<file path="src/rtl/mult_div_pkg.sv">
// Shared definitions for the iterative multiply/divide unit.
//   state_t      : FSM state encoding (IDLE, MULT, DIV, DONE)
//   ITER_DEFAULT : default iteration count (one bit per iteration)
//   ACC_W        : width of the full product / {hi,lo} result pair
package mult_div_pkg;

   typedef enum logic [1:0] {
      S_IDLE = 2'd0,
      S_MULT = 2'd1,
      S_DIV  = 2'd2,
      S_DONE = 2'd3
   } state_t;

   localparam int unsigned ITER_DEFAULT = 32;
   localparam int unsigned ACC_W        = 64;

endpackage

</file>
<file path="src/rtl/div_restore_step.sv">
// One restoring-division iteration on unsigned magnitudes (purely combinational).
//   rem_in   : partial remainder, always < divisor
//   quo_in   : dividend bits still to be shifted in (MSB first), quotient bits at LSB
//   divisor  : divisor magnitude (non-zero)
//   rem_out  : partial remainder after this step
//   quo_out  : quo_in shifted left with the new quotient bit at bit 0
module div_restore_step (
   input  logic [31:0] rem_in,
   input  logic [31:0] quo_in,
   input  logic [31:0] divisor,
   output logic [31:0] rem_out,
   output logic [31:0] quo_out
);

   logic [32:0] shifted;
   logic        fits;

   always_comb begin
      shifted = {rem_in, quo_in[31]};
      fits    = (shifted >= {1'b0, divisor});
      // When the trial subtract fits, the result is below the divisor, so it
      // fits in 32 bits and the modulo-2^32 difference is exact.
      rem_out = fits ? (shifted[31:0] - divisor) : shifted[31:0];
      quo_out = {quo_in[30:0], fits};
   end

endmodule

</file>
<file path="src/rtl/mult_div_unit.sv">
// Iterative signed 32x32 multiply (radix-2 Booth) and signed divide (restoring
// on magnitudes), one iteration per clock.
//   clk, reset             : clock, synchronous active-high reset
//   start_mult, start_div  : one-cycle requests, accepted only in IDLE (mult wins)
//   a, b                   : operands, latched when a start is accepted
//   hi, lo                 : mult {hi,lo} = a*b; div lo = quotient, hi = remainder
//   busy                   : high while iterating
//   done                   : one-cycle completion pulse
//   div_zero               : last accepted divide had b == 0
module mult_div_unit
   import mult_div_pkg::*;
#(
   parameter int unsigned ITER = ITER_DEFAULT
) (
   input  logic        clk,
   input  logic        reset,
   input  logic        start_mult,
   input  logic        start_div,
   input  logic [31:0] a,
   input  logic [31:0] b,
   output logic [31:0] hi,
   output logic [31:0] lo,
   output logic        busy,
   output logic        done,
   output logic        div_zero
);

   localparam int unsigned      CNT_W = (ITER > 1) ? $clog2(ITER) : 1;
   localparam logic [CNT_W-1:0] LAST  = CNT_W'(ITER - 1);

   state_t           state;
   logic [CNT_W-1:0] count;
   logic [32:0]      acc_hi;   // Booth partial product (33b, sign-extended) or remainder
   logic [31:0]      acc_lo;   // Booth multiplier bits or dividend/quotient bits
   logic             booth_q;  // Booth q(-1) bit
   logic [32:0]      mcand;    // sign-extended multiplicand
   logic [31:0]      divisor;  // divisor magnitude
   logic             neg_q;
   logic             neg_r;

   logic [32:0]      booth_sum;
   logic [32:0]      booth_hi_next;
   logic [31:0]      booth_lo_next;
   logic [ACC_W-1:0] product;
   logic [31:0]      div_rem;
   logic [31:0]      div_quo;
   logic [31:0]      abs_a;
   logic [31:0]      abs_b;

   always_comb begin
      booth_sum = acc_hi;
      case ({acc_lo[0], booth_q})
         2'b01:   booth_sum = acc_hi + mcand;
         2'b10:   booth_sum = acc_hi - mcand;
         default: booth_sum = acc_hi;
      endcase
      // Arithmetic right shift of {sum, multiplier, q(-1)} by one.
      booth_hi_next = {booth_sum[32], booth_sum[32:1]};
      booth_lo_next = {booth_sum[0], acc_lo[31:1]};
      product       = {booth_hi_next[31:0], booth_lo_next};
      abs_a         = a[31] ? (32'd0 - a) : a;
      abs_b         = b[31] ? (32'd0 - b) : b;
   end

   div_restore_step u_div_step (
      .rem_in  (acc_hi[31:0]),
      .quo_in  (acc_lo),
      .divisor (divisor),
      .rem_out (div_rem),
      .quo_out (div_quo)
   );

   always_ff @(posedge clk) begin
      if (reset) begin
         state    <= S_IDLE;
         count    <= '0;
         acc_hi   <= '0;
         acc_lo   <= '0;
         booth_q  <= 1'b0;
         mcand    <= '0;
         divisor  <= '0;
         neg_q    <= 1'b0;
         neg_r    <= 1'b0;
         hi       <= '0;
         lo       <= '0;
         busy     <= 1'b0;
         done     <= 1'b0;
         div_zero <= 1'b0;
      end else begin
         done <= 1'b0;
         case (state)
            S_IDLE: begin
               if (start_mult) begin
                  count    <= '0;
                  div_zero <= 1'b0;
                  acc_hi   <= '0;
                  acc_lo   <= b;
                  booth_q  <= 1'b0;
                  mcand    <= {a[31], a};
                  busy     <= 1'b1;
                  state    <= S_MULT;
               end else if (start_div) begin
                  count   <= '0;
                  acc_hi  <= '0;
                  acc_lo  <= abs_a;
                  divisor <= abs_b;
                  neg_q   <= a[31] ^ b[31];
                  neg_r   <= a[31];
                  if (b == '0) begin
                     div_zero <= 1'b1;
                     done     <= 1'b1;
                     state    <= S_DONE;
                  end else begin
                     div_zero <= 1'b0;
                     busy     <= 1'b1;
                     state    <= S_DIV;
                  end
               end
            end
            S_MULT: begin
               acc_hi  <= booth_hi_next;
               acc_lo  <= booth_lo_next;
               booth_q <= acc_lo[0];
               count   <= count + CNT_W'(1);
               if (count == LAST) begin
                  hi    <= product[ACC_W-1:32];
                  lo    <= product[31:0];
                  busy  <= 1'b0;
                  done  <= 1'b1;
                  state <= S_DONE;
               end
            end
            S_DIV: begin
               acc_hi <= {1'b0, div_rem};
               acc_lo <= div_quo;
               count  <= count + CNT_W'(1);
               if (count == LAST) begin
                  lo    <= neg_q ? (32'd0 - div_quo) : div_quo;
                  hi    <= neg_r ? (32'd0 - div_rem) : div_rem;
                  busy  <= 1'b0;
                  done  <= 1'b1;
                  state <= S_DONE;
               end
            end
            S_DONE: state <= S_IDLE;
            default: state <= S_IDLE;
         endcase
      end
   end

endmodule
</file>
<file path="config.mk">
export PLATFORM = sky130hd
export DESIGN_NAME = mult_div_unit
export DESIGN_NICKNAME = d
export VERILOG_FILES = /design/src/rtl/mult_div_pkg.sv /design/src/rtl/div_restore_step.sv /design/src/rtl/mult_div_unit.sv
export SDC_FILE = /design/constraint.sdc
export NUM_CORES = 1
export LEC_CHECK = 0
export CORE_MARGIN = 2
export CORE_UTILIZATION = 30
export CTS_CLUSTER_SIZE = 24
export DETAILED_ROUTE_END_ITERATION = 12
export GPL_ROUTABILITY_DRIVEN = 0
export PLACE_DENSITY = 0.44
export SLEW_MARGIN = 40
export SYNTH_ARGS = -nofsm -noshare
export SYNTH_HDL_FRONTEND = slang
export SYNTH_SLANG_ARGS = --single-unit
</file>
<file path="constraint.sdc">
create_clock -name clk -period 10.2 [get_ports clk]
set_input_delay 1.53 -clock clk [delete_from_list [all_inputs] [get_ports clk]]
set_output_delay 1.53 -clock clk [all_outputs]
set_load 0.01 [all_outputs]
</file>
# Yosys cells after proc, flatten, opt, wreduce, memory -nomap -nowiden
# Index checks and enable logic that the tools add are counted.
dict set report classes {
  addsub 8
  multipliers 0
  n_div 0
  n_lt_le_gt_ge 1
  eq_ne 12
  n_shift 0
  muxes 40
  n_bitwise 2
  reduce_logical 17
}
# op count
set op_table {}
lappend op_table {{$mux W32} 11}
lappend op_table {{$pmux W32 S2} 2}
lappend op_table {{$sub A1 B32 Y32 const A} 4}
lappend op_table {{$pmux W33 S3} 1}
lappend op_table {{$pmux W32 S3} 1}
lappend op_table {{$mux W33} 2}
lappend op_table {{$pmux W33 S2} 1}
lappend op_table {{$add A33 B33 Y33} 1}
lappend op_table {{$ge A33 B32 Y1} 1}
lappend op_table {{$sub A33 B33 Y33} 1}
lappend op_table {{$logic_not A32 Y1} 1}
lappend op_table {{$sub A32 B32 Y32} 1}
lappend op_table {{$mux W1} 12}
lappend op_table {{$reduce_and A2 Y1} 6}
lappend op_table {{$mux W5} 2}
lappend op_table {{$pmux W5 S2} 1}
lappend op_table {{$reduce_bool A2 Y1} 4}
lappend op_table {{$eq A2 B2 Y1 const B} 3}
lappend op_table {{$mux W2} 3}
lappend op_table {{$ne A2 B2 Y1 const B} 3}
lappend op_table {{$ne A3 B3 Y1 const B} 2}
lappend op_table {{$pmux W1 S2} 3}
lappend op_table {{$pmux W2 S3} 1}
lappend op_table {{$reduce_and A3 Y1} 2}
lappend op_table {{10 further kinds} 11}
dict set report word_totals {
  ff_bits 206
  latchBits 0
  mem_bits_rw 0
  rom_bits 0
  inputBits 68
  output_inout_bits 67
  elab_cells 94
  mem_count 0
}

# Depth between registers and ports, before layout
dict set report logic_depth {
  ltp_word 6
  depth_mapped 24
  depth_no_buf 20
}

# By module
# Synthesis repeated with hierarchy kept, for this count alone.
dict set report hier_totals {
  hier_cells 2190
  hier_area_um2 16443.3
}
# module n_inst cells_per_inst area_per_inst_um2 seq_area_each_um2
set modules_own_cells {}
lappend modules_own_cells {mult_div_unit 1 1835 13872.1 4124.0}
lappend modules_own_cells {div_restore_step 1 355 2571.2 0.0}

# Worst setup path before layout
# No wires, ideal clock.
dict set report synth_path {
  path_type {register -> register}
  from {register acc_hi[5]}
  to {register hi[22]}
  setup_time_ns 0.128
  t_arrival_ns 4.636
  required_ns 10.072
  path_slack_ns 5.437
  path_stages_with_launch 22
  n_path_buf 4
  synth_period_minus_slack_ns 4.763
  cell_sequence {dfxtp_1 > ha_1 > buf_2 > and4_1 > and2_1 > a41oi_2 > a2111o_1 > nand2_2 > buf_2 > buf_2 > buf_2 > a21oi_1 > inv_1 > ha_1 > nand3_1 > or3_1 > nor4_1 > o211ai_2 > o31ai_1 > xor2_1 > a221oi_1 > nor2_1}
}
dict set report synth_between {
  elab_chain_len 6
  elab_cells_between_ends 11
  cone_classes {add/sub (4); order compare (1); mux (6)}
}
# element line
set synth_rtl {}
lappend synth_rtl {{from (decl)} mult_div_unit.sv:33} ;# logic [32:0] acc_hi;
lappend synth_rtl {{from (signal assigned)} mult_div_unit.sv:121} ;# acc_hi <= booth_hi_next;
lappend synth_rtl {{from (signal assigned)} mult_div_unit.sv:134} ;# acc_hi <= {1'b0, div_rem};
lappend synth_rtl {{$sub A32 B32 Y32 / $ge A33 B32 Y1 (equally long branches)} {div_restore_step.sv:23, div_restore_step.sv:20}}
lappend synth_rtl {{$mux W32} div_restore_step.sv:23} ;# rem_out = fits ? (shifted[31:0] - divisor) : shifted[31:0];
lappend synth_rtl {{$sub A1 B32 Y32} mult_div_unit.sv:139} ;# hi <= neg_r ? (32'd0 - div_rem) : div_rem;
lappend synth_rtl {{$mux W32} mult_div_unit.sv:139}
lappend synth_rtl {{$mux W32} mult_div_unit.sv:137} ;# if (count == LAST) begin
lappend synth_rtl {{$pmux W32 S2 *} mult_div_unit.sv:91} ;# case (state)
lappend synth_rtl {{to (signal assigned)} mult_div_unit.sv:126} ;# hi <= product[ACC_W-1:32];
lappend synth_rtl {{to (signal assigned)} mult_div_unit.sv:139}
lappend synth_rtl {{to (decl)} mult_div_unit.sv:21} ;# output logic [31:0] hi,
# Every way passes the cells marked *; elsewhere a longest branch is shown, timed or not. The select of a mux whose other input is x is not followed.
# A chain may end at the register's enable or synchronous reset.

# Worst setup path in the final report
dict set report layout_path {
  from {register acc_hi[7]}
  to {register hi[30]}
}
# The elaborated chain is that of the path after synthesis.

==> run_results.csv <==
group,metric,value,unit
layout,drive_gt1_frac,0.0591,
yosys,syn_area,0.0173,mm2
yosys,synthFlopType,"dfxtp_1",
floorplanning,start_util,0.305,
sta,hold_viol_final,0,
route,drt-total-wl,75500,um
route,first_pass_iters,7,
worst_setup_path,max_stage_delay,550,ps
yosys,ys_seq_elements,206,
layout,fillerInstances,6052,
sta,relSlewSlack,0.429,
sta,tightest_slew,853,ps
floorplanning,core-area,0.0566,mm2
yosys,seq_area_frac_synth,0.239,
yosys,synth_cells,2366,
worst_setup_path,cp_num_buf_inv,1,
sta,slew_violations,0,
job,drv_cap,0,
grt,grt_max_degree,79,
route,routed_via_density,5.77,
layout,area_delta_synth_final,16.6,%
floorplanning,ioPinCount,135,
layout,post-route-util,0.356,
worst_setup_path,critical_path_peak_fanout,11,
route,drt-initial-drc-count,1830,
floorplanning,die-area,0.0595,mm2
worst_setup_path,setup.worst_path.start_class,"flop",
sta,rsz0062_at_grt,"no",
power,intPower,0.00251,W
yosys,synthTopCellsByArea,"dfxtp_1 24%, a21oi_1 6.3%, nand2_1 6.1%, ha_1 5.5%, xor2_1 5.1%",
sta,setup_viol_count_final,0,
cts,numCtsBuffers,28,
layout,multi_input_area,0.0122,mm2
power,leakagePower,7.63,nW
floorplanning,fp.dieH,244,um
worst_setup_path,crit_path_top_delay_cell,"dfxtp_1",
grt,grt_use_total,0.246,
layout,regArea,0.00413,mm2
power,powerDensity,247,mW/mm2
place,dp_slack,4800,ps
worst_setup_path,path_cells,"ha_1 > a21oi_1 > o21ai_1 > a21o_1 > o21bai_1 > a2111o_1 > nand2_2 > nor2_1 > a21oi_1 > inv_1 > ha_1 > nand3_1 > or3_1 > nor4_1 > o211ai_2 > nor4_4 > a31oi_1 > xnor2_1 > o22ai_1",
layout,finalNetCount,2527,
grt,antenna_found_initial,0,
grt,grt_pass1_vias,17237,
yosys,yosys.area.top_type,"dfxtp_1",
worst_setup_path,critical_path.top_delay_family,"compound AO/OA/AOI/OAI gates",
worst_setup_path,critical_path_arrival,6000,ps
power,p_sw_frac,0.496,
route,route.detailed.drc,0,
power,p_seq_frac,0.219,
cts,cts.sinks,206,
route,wl_per_cell,23.9,um
worst_setup_path,critPathRequiredTime,10650,ps
power,vdd_drop_max,0.150,mV
layout,fin_cells,3158,
yosys,synth-edff-count,0,
cts,cts_hold_buf,0,
sta,hold_slack,454,ps
worst_setup_path,critical_path_class,"reg -> reg",
layout,antenna_cells,0,
layout,final_common_cell,"nand2_1",
place,dp_hpwl,58600,um
yosys,ys_types,91,
hold_path,hold_class,"reg -> reg",
floorplanning,die_w,244,um
cts,clk_latency,590,ps
cts,clock_path_buffers,3,
cts,clk_pin_slew,60,ps
yosys,async_reset_ff_frac,0,
sta,fmax,0.180,GHz
yosys,synth_top_area_frac,0.239,
sta,min_period,5540,ps
grt,grt_pass1_wl,112000,um
sta,layout_setup_ws,4660,ps
power,p_switching,0.00247,W
place,numPortBuffers,134,
power,comb_power_share,0.563,
cts,cts.htree.levels,1,
yosys,yosys_warnings,0,
worst_setup_path,cp-end-kind,"flop",
sta,finalCritPeriodShare,0.544,
cts,cts_root_buf,"clkbuf_16",
sta,finalClockSkew,23.0,ps
grt,overflow,0,
power,clockPowerShare,0.219,
yosys,synth.avg_cell_area,7.30,um2
cts,cts_tree,"yes",
cts,postCtsResizedCells,0,
run_status,outcome,"finished, final reports clean",
sta,finalSetupTns,0,ps
route,ant_nets,0,
yosys,synth_nets,2512,
route,routed-via-count,18237,
layout,mostFrequentLayoutCells,"278 x nand2_1, 227 x nor2_1, 218 x a21oi_1, 205 x dfxtp_1, 152 x o21ai_0",
cts,cts_setup_buffers,0,
place,dp.cells,3107,
floorplanning,std_cell_rows,87,
## tightest hold or removal path: cells and delay by family (launching register included)
family | cells | cell delay (ps)
flip-flops | 1 | 300
AO/OA/AOI/OAI | 1 | 50
AND/OR/NAND/NOR | 1 | 50
## worst paths after layout
kind | startpoint | to | slack [ps] | cells after the start
worst max-delay path | acc_hi[7]$_SDFFE_PP0P_ | hi[30]$_SDFFE_PP0P_ | 4660 | 19
worst min-delay path | hi[10]$_SDFFE_PP0P_ | hi[10]$_SDFFE_PP0P_ | 450 | 2
worst max register to register | acc_hi[7]$_SDFFE_PP0P_ | hi[30]$_SDFFE_PP0P_ | 4660 | 19
worst min register to register | hi[10]$_SDFFE_PP0P_ | hi[10]$_SDFFE_PP0P_ | 450 | 2
## sequential cells by signal, indices dropped and copies added (netlist names)
register	flops
divisor	32
div_zero	1
acc_lo	32
neg_q	1
hi	32
busy	1
booth_q	1
state	2
neg_r	1
count	5
done	1
acc_hi	33
mcand	32
lo	32
## through the flow
| step | cell area, um2 | power (W) |
|---|---|---|
| finish | 20100 | 0.00498 |
| global route | 20100 | 0.00525 |
| CTS | 20100 | 0.00492 |
| detailed placement | 19100 | 0.00382 |
| global placement | 19100 | 0.00381 |
| floorplan | 17300 | 0.00292 |
## power by group through the flow
| stage | registers [W] | logic (W) | clock network [W] |
|---|---|---|---|
| after floorplan | 0.000988 | 0.00193 | 0 |
| after global placement | 0.00109 | 0.00272 | 0 |
| after detailed placement | 0.00110 | 0.00272 | 0 |
| after CTS | 0.00108 | 0.00273 | 0.00111 |
| after global routing | 0.00110 | 0.00301 | 0.00114 |
| final | 0.00109 | 0.00280 | 0.00109 |
## area by class of cell
| cell class | instances | area share |
|---|---|---|
| Clock inverter | 14 | 0.0123 |
| Multi-Input combinational cell | 1904 | 0.606 |
| Sequential cell | 206 | 0.205 |
| Tap cell | 756 | 0.0470 |
| Timing Repair Buffer | 159 | 0.0763 |
| Clock buffer | 37 | 0.0380 |
| Inverter | 82 | 0.0153 |
## synthesized netlist by cell type, types with 7 or more instances
master / instances
nor2_1: 231
nand2_1: 279
nand4_1: 13
mux2_2: 9
a22o_1: 9
a21oi_1: 218
ha_1: 76
o41ai_1: 17
nand3_1: 39
or2_2: 10
and3_1: 44
nor3_1: 54
and2_1: 18
nand2b_1: 21
a222oi_1: 9
or4_1: 27
xnor2_1: 72
a221oi_1: 34
a211oi_1: 75
a31oi_1: 17
o21bai_1: 10
nor4_1: 16
clkbuf_1: 132
a22oi_1: 31
o22ai_1: 7
buf_2: 28
xor2_1: 100
and4_1: 9
o21a_1: 21
o21ai_0: 152
dfxtp_1: 206
inv_1: 80
mux2i_1: 28
or3_1: 27
nor2b_1: 12
buf_1: 12
o211ai_1: 18
a21o_1: 33
o31a_1: 8
a21boi_0: 7
o31ai_1: 38
## per-layer routing
layer  part of all wire  GRT usage
met1               0.46      0.352
met2               0.43      0.376
met4              0.041     0.0934
met5                  0          0
met3              0.069     0.0291
## cells by family (layout without fill, tap and decap cells)
logic type      after synthesis  in the layout  synth area share
buf+inv                     256            292            0.0581
compound gates              780            780             0.301
fa+ha+maj                    78             78            0.0574
mux                          38             38            0.0234
flops                       206            206             0.239
xor+xnor                    172            172            0.0873
simple gates                836            836             0.234
Note: power is estimated with default switching activity, not from simulation.
